===== src/rtl/div_sequencer_if.sv =====
// Interface between the EXE stage and the divide sequencer.
// The master side (EXE stage) issues divide requests and pipeline controls.
// The slave side (div_sequencer) returns the stall, the done flag and the HI/LO results.
interface div_sequencer_if;
  logic        div_req;
  logic        div_signed;
  logic [31:0] div_opa;
  logic [31:0] div_opb;
  logic        flush;
  logic        accept;
  logic        div_stall;
  logic        div_done;
  logic [31:0] div_hi;
  logic [31:0] div_lo;

  modport master (
    output div_req, div_signed, div_opa, div_opb, flush, accept,
    input  div_stall, div_done, div_hi, div_lo
  );

  modport slave (
    input  div_req, div_signed, div_opa, div_opb, flush, accept,
    output div_stall, div_done, div_hi, div_lo
  );
endinterface


===== src/rtl/div_sequencer.sv =====
// Multi-cycle MIPS DIV/DIVU sequencer for the EXE stage.
// It performs a 32-step restoring division on operand magnitudes and applies the sign
// fix-ups on the final step.
// div_stall is combinational, so the pipeline freezes in the same cycle the request is seen.
// div_done, div_hi and div_lo are registered.
// Optional feature macro DIV_ZERO_FAST_EN: a zero divisor skips the iterations and
// reaches DONE one cycle after the request.
module div_sequencer #(
  parameter int unsigned ITER = 32
) (
  input  logic           clk,
  input  logic           resetn,
  div_sequencer_if.slave bus
);

  localparam int unsigned W     = 32;
  localparam int unsigned CNT_W = $clog2(ITER);
  localparam logic [CNT_W-1:0] LAST_STEP = CNT_W'(ITER - 1);

  typedef enum logic [1:0] {
    S_IDLE = 2'd0,
    S_BUSY = 2'd1,
    S_DONE = 2'd2
  } state_t;

  state_t           state_q, state_d;
  logic [W-1:0]     dvd_q, dvd_d;     // dividend shifts out the top, quotient shifts in the bottom
  logic [W-1:0]     dvs_q, dvs_d;
  logic [W-1:0]     rem_q, rem_d;     // the 33rd remainder bit exists only after the shift
  logic [CNT_W-1:0] cnt_q, cnt_d;
  logic             q_neg_q, q_neg_d;
  logic             r_neg_q, r_neg_d;
  logic             done_q, done_d;
  logic [W-1:0]     hi_q, hi_d;
  logic [W-1:0]     lo_q, lo_d;

  logic [W:0]       rem_sh;
  logic             q_bit;
  logic [W-1:0]     rem_nx;
  logic [W-1:0]     quot_nx;
  logic [W-1:0]     a_mag;
  logic [W-1:0]     b_mag;
  logic             req_q_neg;
  logic             req_r_neg;

  // Two's-complement negate when neg is set; wraps modulo 2^32.
  function automatic logic [W-1:0] neg_if(input logic [W-1:0] v, input logic neg);
    return neg ? W'(~v + W'(1)) : v;
  endfunction

  // Request-side operand magnitudes and result signs.
  always_comb begin
    a_mag     = neg_if(bus.div_opa, bus.div_signed & bus.div_opa[W-1]);
    b_mag     = neg_if(bus.div_opb, bus.div_signed & bus.div_opb[W-1]);
    req_q_neg = bus.div_signed & (bus.div_opa[W-1] ^ bus.div_opb[W-1]);
    req_r_neg = bus.div_signed & bus.div_opa[W-1];
  end

  // One restoring-division step.
  always_comb begin
    rem_sh  = {rem_q, dvd_q[W-1]};
    q_bit   = (rem_sh >= {1'b0, dvs_q});
    rem_nx  = q_bit ? W'(rem_sh - {1'b0, dvs_q}) : W'(rem_sh);
    quot_nx = {dvd_q[W-2:0], q_bit};
  end

  // Next-state and datapath update; flush overrides everything.
  always_comb begin
    state_d = state_q;
    dvd_d   = dvd_q;
    dvs_d   = dvs_q;
    rem_d   = rem_q;
    cnt_d   = cnt_q;
    q_neg_d = q_neg_q;
    r_neg_d = r_neg_q;
    done_d  = done_q;
    hi_d    = hi_q;
    lo_d    = lo_q;

    if (bus.flush) begin
      state_d = S_IDLE;
      cnt_d   = '0;
      done_d  = 1'b0;
    end else begin
      case (state_q)
        S_IDLE: begin
          if (bus.div_req) begin
            state_d = S_BUSY;
            dvd_d   = a_mag;
            dvs_d   = b_mag;
            q_neg_d = req_q_neg;
            r_neg_d = req_r_neg;
            rem_d   = '0;
            cnt_d   = '0;
`ifdef DIV_ZERO_FAST_EN
            // The zero-divisor result equals what the iterations would produce.
            if (bus.div_opb == '0) begin
              state_d = S_DONE;
              done_d  = 1'b1;
              lo_d    = neg_if({W{1'b1}}, req_q_neg);
              hi_d    = neg_if(a_mag, req_r_neg);
            end
`endif
          end
        end
        S_BUSY: begin
          rem_d = rem_nx;
          dvd_d = quot_nx;
          cnt_d = cnt_q + CNT_W'(1);
          if (cnt_q == LAST_STEP) begin
            state_d = S_DONE;
            done_d  = 1'b1;
            lo_d    = neg_if(quot_nx, q_neg_q);
            hi_d    = neg_if(rem_nx, r_neg_q);
          end
        end
        S_DONE: begin
          if (bus.accept) begin
            state_d = S_IDLE;
            done_d  = 1'b0;
          end
        end
        default: begin
          state_d = S_IDLE;
          done_d  = 1'b0;
        end
      endcase
    end
  end

  // State and datapath registers.
  always_ff @(posedge clk or negedge resetn) begin
    if (!resetn) begin
      state_q <= S_IDLE;
      dvd_q   <= '0;
      dvs_q   <= '0;
      rem_q   <= '0;
      cnt_q   <= '0;
      q_neg_q <= 1'b0;
      r_neg_q <= 1'b0;
      done_q  <= 1'b0;
      hi_q    <= '0;
      lo_q    <= '0;
    end else begin
      state_q <= state_d;
      dvd_q   <= dvd_d;
      dvs_q   <= dvs_d;
      rem_q   <= rem_d;
      cnt_q   <= cnt_d;
      q_neg_q <= q_neg_d;
      r_neg_q <= r_neg_d;
      done_q  <= done_d;
      hi_q    <= hi_d;
      lo_q    <= lo_d;
    end
  end

  // Stall is gated by reset so every output reads zero while resetn is low.
  assign bus.div_stall = resetn &
                         (((state_q == S_IDLE) & bus.div_req & ~bus.flush) |
                          (state_q == S_BUSY));
  assign bus.div_done  = done_q;
  assign bus.div_hi    = hi_q;
  assign bus.div_lo    = lo_q;

endmodule


===== src/flat_wrapper.sv =====
// flat-port wrapper written by rule: the top's interface ports become plain ports
module div_sequencer_flat 
#(
  parameter int unsigned ITER = 32
)
  (clk, resetn, bus_div_req, bus_div_signed, bus_div_opa, bus_div_opb, bus_flush, bus_accept, bus_div_stall, bus_div_done, bus_div_hi, bus_div_lo);
  div_sequencer_if bus_i ();
  input  logic clk;
  input  logic resetn;
  input wire logic [$bits(bus_i.div_req)-1:0] bus_div_req;
  input wire logic [$bits(bus_i.div_signed)-1:0] bus_div_signed;
  input wire logic [$bits(bus_i.div_opa)-1:0] bus_div_opa;
  input wire logic [$bits(bus_i.div_opb)-1:0] bus_div_opb;
  input wire logic [$bits(bus_i.flush)-1:0] bus_flush;
  input wire logic [$bits(bus_i.accept)-1:0] bus_accept;
  output wire logic [$bits(bus_i.div_stall)-1:0] bus_div_stall;
  output wire logic [$bits(bus_i.div_done)-1:0] bus_div_done;
  output wire logic [$bits(bus_i.div_hi)-1:0] bus_div_hi;
  output wire logic [$bits(bus_i.div_lo)-1:0] bus_div_lo;
  assign bus_i.div_req = bus_div_req;
  assign bus_i.div_signed = bus_div_signed;
  assign bus_i.div_opa = bus_div_opa;
  assign bus_i.div_opb = bus_div_opb;
  assign bus_i.flush = bus_flush;
  assign bus_i.accept = bus_accept;
  assign bus_div_stall = bus_i.div_stall;
  assign bus_div_done = bus_i.div_done;
  assign bus_div_hi = bus_i.div_hi;
  assign bus_div_lo = bus_i.div_lo;
  div_sequencer #(.ITER(ITER)) u_core (.clk(clk), .resetn(resetn), .bus(bus_i));
endmodule

===== config.mk =====
export PLATFORM = sky130hd
export DESIGN_NAME = div_sequencer_flat
export DESIGN_NICKNAME = d
export VERILOG_FILES = /design/src/rtl/div_sequencer_if.sv /design/src/rtl/div_sequencer.sv /design/src/flat_wrapper.sv
export SDC_FILE = /design/constraint.sdc
export NUM_CORES = 1
export LEC_CHECK = 0
export ABC_CLOCK_PERIOD_IN_PS = 5800
export BUFFER_PORTS_ARGS = -buffer_cell sky130_fd_sc_hd__buf_2
export CAP_MARGIN = 30
export CORE_MARGIN = 4
export CORE_UTILIZATION = 35
export CTS_CLUSTER_SIZE = 10
export DETAILED_ROUTE_END_ITERATION = 7
export MAX_ROUTING_LAYER = met4
export RECOVER_POWER = 50
export SETUP_SLACK_MARGIN = 0.3
export SLEW_MARGIN = 10
export SYNTH_ARGS = -nofsm -noshare
export SYNTH_HDL_FRONTEND = slang
export SYNTH_SLANG_ARGS = --single-unit

===== constraint.sdc =====
create_clock -name clk -period 5.8 [get_ports clk]
set_input_delay 0.87 -clock clk [delete_from_list [all_inputs] [get_ports clk]]
set_output_delay 0.87 -clock clk [all_outputs]
set_load 0.05 [all_outputs]

* Word level (Yosys, flattened, before mapping)
Cells that the tools add are included.
** Word-level totals
- Register bits after elaboration :: 170
** Operators by class
- $add $sub $neg :: 6
- Order comparisons :: 1
- Equality and inequality tests :: 8
- Muxes and demuxes :: 21
- Bitwise logic cells :: 13
- Reductions and logical operators :: 9
** Operator list (number)
- $mux W32 :: 7
- $add A32 B1 Y32 const B :: 4
- $not A32 Y32 :: 4
- $pmux W32 S2 :: 2
- $ge A33 B32 Y1 :: 1
- $sub A32 B32 Y32 :: 1
- $reduce_and A3 Y1 :: 5
- $mux W5 :: 2
- $pmux W5 S2 :: 1
- $mux W2 :: 4
- $and A1 B1 Y1 :: 6
- $ne A3 B3 Y1 const B :: 2
- $pmux W2 S3 :: 1
- $add A5 B1 Y5 const B :: 1
- $eq A5 B5 Y1 const B :: 1
- $ne A2 B2 Y1 const B :: 2
- $mux W1 :: 3
- $ne A3 B2 Y1 const B :: 1
- $pmux W1 S3 :: 1
- $reduce_bool A3 Y1 :: 1
- $eq A2 B1 Y1 const B :: 1
- $eq A2 B2 Y1 const B :: 1
- $logic_not A2 Y1 :: 1
- $reduce_and A2 Y1 :: 1
- 4 further kinds :: 4

* Depth between registers and ports, before layout
Gate-level depths: netlist of the first run.
- Word-level depth :: 5
- Gate-level depth with buffers :: 23

* Least setup slack after synthesis of the first run
Ideal clock, no wire load.
- Path kind :: register -> register
- From :: register u_core.rem_q[29]
- To :: register u_core.lo_q[26] (netlist: u_core.bus.div_lo[26])
- Arrival :: 4.596 ns
- Slack :: 1.075 ns
- Stages on the path, launching flop included :: 20
- Buffers on the path :: 3
- Period minus slack after synthesis :: 4.725 ns
- Path through :: dfrtp_1 ha_1 a21o_1 a211o_1 a31oi_2 nand2_1 o31a_4 inv_2 buf_2 buf_2 buf_2 ha_1 or3b_2 or4_1 o31ai_1 nand2_1 a21oi_1 o21ai_0 xnor2_1 o21ai_1
** Between the ends
- Word-level cells in the longest chain between the ends :: 4
** RTL lines
- from (decl) :: line div_sequencer.sv:29 : logic [W-1:0] rem_q, rem_d;
- from (signal assigned) :: line div_sequencer.sv:148 : rem_q <= rem_d;
- $ge A33 B32 Y1 :: line div_sequencer.sv:62 : q_bit = (rem_sh >= {1'b0, dvs_q});
- $not A32 Y32 :: line div_sequencer.sv:48 : return neg ? W'(~v + W'(1)) : v;
- $add A32 B1 Y32 :: line div_sequencer.sv:48
- $mux W32 :: line div_sequencer.sv:48
- to (signal assigned) :: line div_sequencer.sv:154 : lo_q <= lo_d;
- to (decl) :: line div_sequencer.sv:35 : logic [W-1:0] lo_q, lo_d;
No other way between the ends.
A chain may end at the register's enable or synchronous reset.

* Final worst setup path of the first run
- From :: register u_core.rem_q[11]
- To :: register u_core.lo_q[26] (netlist: u_core.bus.div_lo[26])
The elaborated chain is that of the path after synthesis.

==> summary.txt, run 1 <==
dominant synthesized flop cell = dfrtp_1
Pwr Total = 3.44 mW
CTS H-Tree Depth = 4
first-pass GRT wire length = 56.5 mm
clock latency on the worst-skew pair = 0.44 ns
Area Overhead vs Synth = 12.7%
Cells after Synth = 1487
Num CTS Buffers = 17
core area = 33700 um2
DRT iter0 DRCs = 744
Port-buffer cells = 135
DIE AREA = 37400 um2
Fmax = 211 MHz
initial antenna violation count = 0
Slew headroom = -1.50
CP max stage cell = or4_1
P_leak = 5.92 nW
Place WS = 1.07 ns
final worst setup slack = 1.05 ns
DR WL/cell = 17.2 um
Clock Tree Buf Depth = 2
starting density of the core = 0.357
Clock transition at path regs = 0.08 ns
CTS tree = done
critical path, cell by cell = ha_1, a21oi_1, o21ai_0, a21oi_2, a31oi_4, o31a_4, inv_2, ha_1, or3b_2, or4_1, o31ai_1, nand2_1, a21oi_1, o21ai_0, xnor2_1, o21ai_1
CP peak stage delay = 0.49 ns
asr flop ratio synth = 1.00
synth unique cells = 82
Final ANT Viol Nets = 0
synth warn = 0
CP Launch Type = register
CP endpoint kind = register
final WL = 34.9 mm
area used by multi-input combinational logic = 7210 um2
largest net degree at the start of global routing = 98
die height = 193 um
Sink Count = 170
dpl hpwl = 26.9 mm
Post-synth EDFFs = 0
drt first pass iters = 5
Final Max Slew Viols = 377
Final Cycle Share = 0.819
Setup Viol. Count Final = 0
top cell family by delay on the critical path = compound AO/OA/AOI/OAI gates
FP Rows = 67
# hold bufs at CTS = 0
syn_nets = 1596
RSZ-0062 raised after global routing = no
routed via count = 10.8k
die width = 193 um
Required @ worst endpoint = 6.11 ns
Final #Nets = 1673
Max-Cap Viols = 6
RePlAce Congestion = 0.938
Setup CP Type = register to register
clock skew = 0.0138 ns
Slew @ Worst Pin = 3.74 ns
cts repair resizes = 0
CP arrival = 5.06 ns
WP buf/inv = 1
Fill cells = 3552
outcome = finished with violations
Synth Cell Area = 12000 um2
layout cell share with drive strength beyond 1 = 0.124
worst-path maximum fanout = 15
Final Hold Fails = 0
Ports = 136
vias in the first global route = 10.1k
register area share after synthesis = 0.354
DR vias/cell = 5.34
postcts setup bufs = 0
P per Cell Area = 254 nW/um2
maximum vdd drop = 0.000181 V
GRT Util Overall = 0.188
register area = 4250 um2
hold_ws = 0.477 ns
failing checks = max-capacitance violations, max-slew violations
CTS root buf = clkbuf_16
ANT cells = 0
Tmin final = 4.75 ns
GR Overflow Total = 0
worst min path class = register to register
Synth Register Bits = 170
setup TNS = 0 ns
Avg Inst Size Synth = 8.09 um2
DR DRC count = 0
-- synth_stat cells (4+ instances only) --
cell type | number | share of area
dfrtp_1 | 170 | 0.35
buf_2 | 21 | 0.0087
or3_1 | 17 | 0.0088
nand2b_1 | 10 | 0.0052
and2_1 | 6 | 0.0031
clkbuf_1 | 54 | 0.017
nor3_1 | 31 | 0.013
or2_2 | 5 | 0.0026
xor2_1 | 72 | 0.052
inv_1 | 50 | 0.016
o31ai_1 | 26 | 0.016
nor2_1 | 123 | 0.038
nand2_1 | 218 | 0.068
nor4_1 | 13 | 0.0068
nand3_1 | 19 | 0.0079
buf_4 | 7 | 0.0044
o21ai_0 | 174 | 0.072
and3_1 | 8 | 0.0042
o211ai_1 | 8 | 0.0050
o21bai_1 | 6 | 0.0037
buf_1 | 5 | 0.0016
o21a_1 | 14 | 0.0087
a21o_1 | 8 | 0.0050
mux2_2 | 4 | 0.0037
a21oi_2 | 4 | 0.0029
nand3b_1 | 5 | 0.0031
nand4_1 | 17 | 0.0088
o21ai_1 | 25 | 0.010
a211oi_1 | 5 | 0.0031
a22oi_1 | 6 | 0.0037
a211o_1 | 5 | 0.0036
or4_1 | 18 | 0.011
mux2i_1 | 22 | 0.018
nor3b_1 | 5 | 0.0031
a31oi_1 | 6 | 0.0031
xnor2_1 | 65 | 0.047
a21oi_1 | 127 | 0.053
o41ai_1 | 8 | 0.0058
ha_1 | 38 | 0.040
-- tightest hold or removal path, stage by stage (launching register included) --
cell and delay (ns):
dfrtp_1 0.34, nand2_1 0.05, o21ai_0 0.06
-- flip-flops by register name, summed over array words and instances, names as in the netlist --
signal / cells
u_core.bus.div_hi: 32
u_core.bus.div_lo: 32
u_core.dvd_q: 32
u_core.dvs_q: 32
u_core.rem_q: 32
u_core.cnt_q: 5
u_core.state_q: 2
u_core.bus.div_done: 1
u_core.q_neg_q: 1
u_core.r_neg_q: 1
-- kinds of logic after synthesis --
kind of cell               synth area share
adders and majority gates            0.0412
and+or+nand+nor                       0.200
muxes                                0.0232
DFF                                   0.354
buffers and inverters                0.0484
AOI/OAI and AO/OA                     0.234
xor gates and xnor gates             0.0997
-- routing by layer --
| metal | GRT usage | part of all wire | up-vias |
|---|---|---|---|
| li1 | - | - | 5434 |
| met1 | 0.291 | 0.52 | 5060 |
| met2 | 0.261 | 0.41 | 286 |
| met3 | 0.0270 | 0.049 | 24 |
| met4 | 0.0396 | 0.011 | 0 |
| met5 | - | 0 | - |
-- worst paths after layout --
path | depth (start not counted) | end | slack [ns] | start
worst max-delay path | 16 | u_core.bus.div_lo[26] | 1.05 | u_core.rem_q[11]
worst min-delay path | 2 | u_core.bus.div_hi[14] | 0.48 | u_core.bus.div_hi[14]
worst max register to register | 16 | u_core.bus.div_lo[26] | 1.05 | u_core.rem_q[11]
worst min register to register | 2 | u_core.bus.div_hi[14] | 0.48 | u_core.bus.div_hi[14]
max in group asynchronous | 2 | u_core.rem_q[24] | 1.62 | resetn
min in group asynchronous | 1 | u_core.bus.div_done | 1.31 | resetn
-- cells in the final DEF, fill, tap and decap left out, types with 5 or more instances in the layout --
| cell | instances |
|---|---|
| a211o_1 | 5 |
| a211oi_1 | 5 |
| a21o_1 | 8 |
| a21oi_1 | 127 |
| a22oi_1 | 6 |
| a31oi_1 | 6 |
| and2_1 | 6 |
| and3_1 | 8 |
| buf_2 | 113 |
| clkbuf_1 | 25 |
| clkbuf_16 | 17 |
| dfrtp_1 | 170 |
| ha_1 | 38 |
| inv_1 | 50 |
| mux2i_1 | 22 |
| nand2_1 | 217 |
| nand2b_1 | 10 |
| nand3_1 | 19 |
| nand3b_1 | 5 |
| nand4_1 | 17 |
| nor2_1 | 123 |
| nor3_1 | 31 |
| nor3b_1 | 5 |
| nor4_1 | 13 |
| o211ai_1 | 8 |
| o21a_1 | 14 |
| o21ai_0 | 174 |
| o21ai_1 | 24 |
| o21bai_1 | 6 |
| o31ai_1 | 26 |
| o41ai_1 | 8 |
| or2_2 | 5 |
| or3_1 | 17 |
| or4_1 | 18 |
| xnor2_1 | 65 |
| xor2_1 | 72 |
-- cell type report --
cell class,instances,area share
clock buffers,17,0.0314
multi-input cells,1178,0.532
inverters,51,0.0141
repair buffers,146,0.0547
clock inverters,15,0.0129
flip-flops and latches,170,0.314
well taps,448,0.0413
-- report_power, final --
| group | switching [mW] | internal (mW) |
|---|---|---|
| Clock | 0.587 | 0.583 |
| Sequential | 0.127 | 1.27 |
| Combinational | 0.540 | 0.329 |
| Total | 1.25 | 2.19 |
-- metrics by stage --
| step | instances | util | area [um2] |
|---|---|---|---|
| 3_3_place_gp | 1991 | 0.385 | 13000 |
| 2_1_floorplan | 1487 | - | 12000 |
| 6_report | 2025 | 0.402 | 13600 |
| 4_1_cts | 2025 | 0.404 | 13600 |
| 3_5_place_dp | 1993 | 0.387 | 13000 |
| 5_1_grt | 2025 | 0.402 | 13600 |
No activity file was read; power rests on OpenSTA's default activity.
==> inputs of run 2 (changes only) <==
--- a/config.mk
+++ b/config.mk
@@ -5,7 +5,7 @@
 export SDC_FILE = /design/constraint.sdc
 export NUM_CORES = 1
 export LEC_CHECK = 0
-export ABC_CLOCK_PERIOD_IN_PS = 5800
+export ABC_CLOCK_PERIOD_IN_PS = 4700
 export BUFFER_PORTS_ARGS = -buffer_cell sky130_fd_sc_hd__buf_2
 export CAP_MARGIN = 30
 export CORE_MARGIN = 4
==> constraint.sdc (replaced) <==
create_clock -name clk -period 4.7 [get_ports clk]
set_input_delay 0.705 -clock clk [delete_from_list [all_inputs] [get_ports clk]]
set_output_delay 0.705 -clock clk [all_outputs]
set_load 0.05 [all_outputs]
==> summary.txt, run 2 (synthesis results as in run 1) <==
clock latency on the worst-skew pair = 0.44 ns
die width = 193 um
RePlAce Congestion = 0.966
fin util = 0.412
worst min path class = register to register
Final ANT Viol Nets = 0
Port-buffer cells = 135
Slew headroom = -0.954
CP endpoint kind = register
DR vias/cell = 5.33
Final #Nets = 1690
P per Cell Area = 311 nW/um2
core area = 33700 um2
initial antenna violation count = 0
Final Hold Fails = 0
Place WS = 0.157 ns
Area Overhead vs Synth = 15.5%
Critical Path Start = u_core.rem_q[29]
routed via count = 10.9k
CTS H-Tree Depth = 4
Reg-to-Reg End = u_core.bus.div_lo[26]
r2r setup slk = 0.47 ns
GR Overflow Total = 0
DIE AREA = 37400 um2
layout cell share with drive strength beyond 1 = 0.149
Tmin final = 4.23 ns
r2r worst-path depth = 16
CTS root buf = clkbuf_16
Final Cycle Share = 0.900
maximum vdd drop = 0.000212 V
CP Launch Type = register
Slew @ Worst Pin = 2.93 ns
CP Capture Point = u_core.bus.div_lo[26]
Worst Hold Launch = u_core.bus.div_lo[13]
Max-Cap Viols = 1
DRT iter0 DRCs = 759
FF-to-FF Start = u_core.rem_q[29]
failing checks = max-capacitance violations, max-slew violations
CP arrival = 4.53 ns
worst-path maximum fanout = 10
Fmax = 236 MHz
placed cell area = 13200 um2
first-pass GRT wire length = 56.4 mm
setup TNS = 0 ns
clock skew = 0.0123 ns
DR DRC count = 0
Setup Viol. Count Final = 0
DR WL/cell = 17.3 um
GRT Util Overall = 0.188
Clock Tree Buf Depth = 2
Sink Count = 170
drt first pass iters = 5
Num CTS Buffers = 17
dpl hpwl = 27.2 mm
outcome = finished with violations
P_leak = 5.98 nW
CTS tree = done
final worst setup slack = 0.468 ns
starting density of the core = 0.357
most common cell after layout, fill and taps aside = nand2_1
FP Rows = 67
final WL = 35.3 mm
Required @ worst endpoint = 5.00 ns
design area = 13900 um2
vias in the first global route = 10.2k
largest net degree at the start of global routing = 97
die height = 193 um
Ports = 136
Final Max Slew Viols = 54
most frequent cells in the layout = nand2_1, o21ai_0, dfrtp_1, a21oi_1, nor2_1
Setup CP Type = register to register
hold_ws = 0.478 ns
Clock transition at path regs = 0.07 ns
RSZ-0062 raised after global routing = no
run 2: cell types whose count changed in the layout (fill, tap and decap cells not counted), moves of 5 or more:
cell	change
buf_2	-8
buf_4	+19
clkbuf_1	+5
ha_1	-14
ha_2	+12
inv_6	+5
run 2: stage by stage:
step                cells  total power, mW
finish               2043             4.32
global route         2042             4.58
CTS                  2038             4.30
detailed placement   2005             2.85
global placement     2003             2.83
floorplan            1487             2.50
run 2: worst min path at each step:
stage / slack [ns] / cells past startpoint / endpoint
after global routing: 0.50 / 2 / u_core.bus.div_hi[14]
after CTS: 0.20 / 1 / u_core.bus.div_done
after detailed placement: 0.47 / 2 / u_core.bus.div_lo[18]
after global placement: 0.46 / 2 / u_core.bus.div_lo[28]
after floorplan: 0.41 / 0 / u_core.bus.div_done
final: 0.48 / 2 / u_core.bus.div_lo[13]
run 2: layout make-up:
cell class                 count  area (um2)
inverter                      51         196
multi-input combinational   1178        7400
sequential                   170        4260
tap                          448         561
clock inverter                15         168
clock buffer                  17         425
fill                        3510       19800
antenna                        1        2.50
timing repair buffer         163         891
run 2: where the power goes:
| part | switching, mW | total [mW] | internal [mW] | leakage (nW) |
|---|---|---|---|---|
| Combinational | 0.710 | 1.17 | 0.457 | 3.46 |
| Clock | 0.713 | 1.43 | 0.720 | 0.292 |
| Sequential | 0.154 | 1.72 | 1.57 | 2.23 |
run 2: timing repair:
action                                  in CTS  in global routing
pin swaps                                    0                  4
endpoints found under the hold margin        0                  0
gates resized for setup                      3                 30
hold buffers                                 0                  0
endpoints found under the setup margin       6                 16
cloned                                       0                  0
buffers inserted                             1                  3
run 2: worst max-delay path: stages (launching register included):
cell     delay [ns]
dfrtp_1        0.45
ha_4           0.29
a21o_1         0.19
a211o_1        0.33
a31oi_2        0.20
nand2_1        0.11
o31a_4         0.37
inv_6          0.12
ha_1           0.19
or3b_2         0.48
or4_4          0.47
o31ai_4        0.26
nand2_2        0.11
a21oi_2        0.15
o21ai_0        0.14
xnor2_1        0.16
o21ai_1        0.07
run 2: per-layer routing:
layer | GRT usage | share of wire | up-vias
met5 | - | 0 | -
met4 | 0.0362 | 0.0093 | 0
met3 | 0.0289 | 0.043 | 20
met2 | 0.264 | 0.42 | 254
met1 | 0.287 | 0.53 | 5170
li1 | - | - | 5452
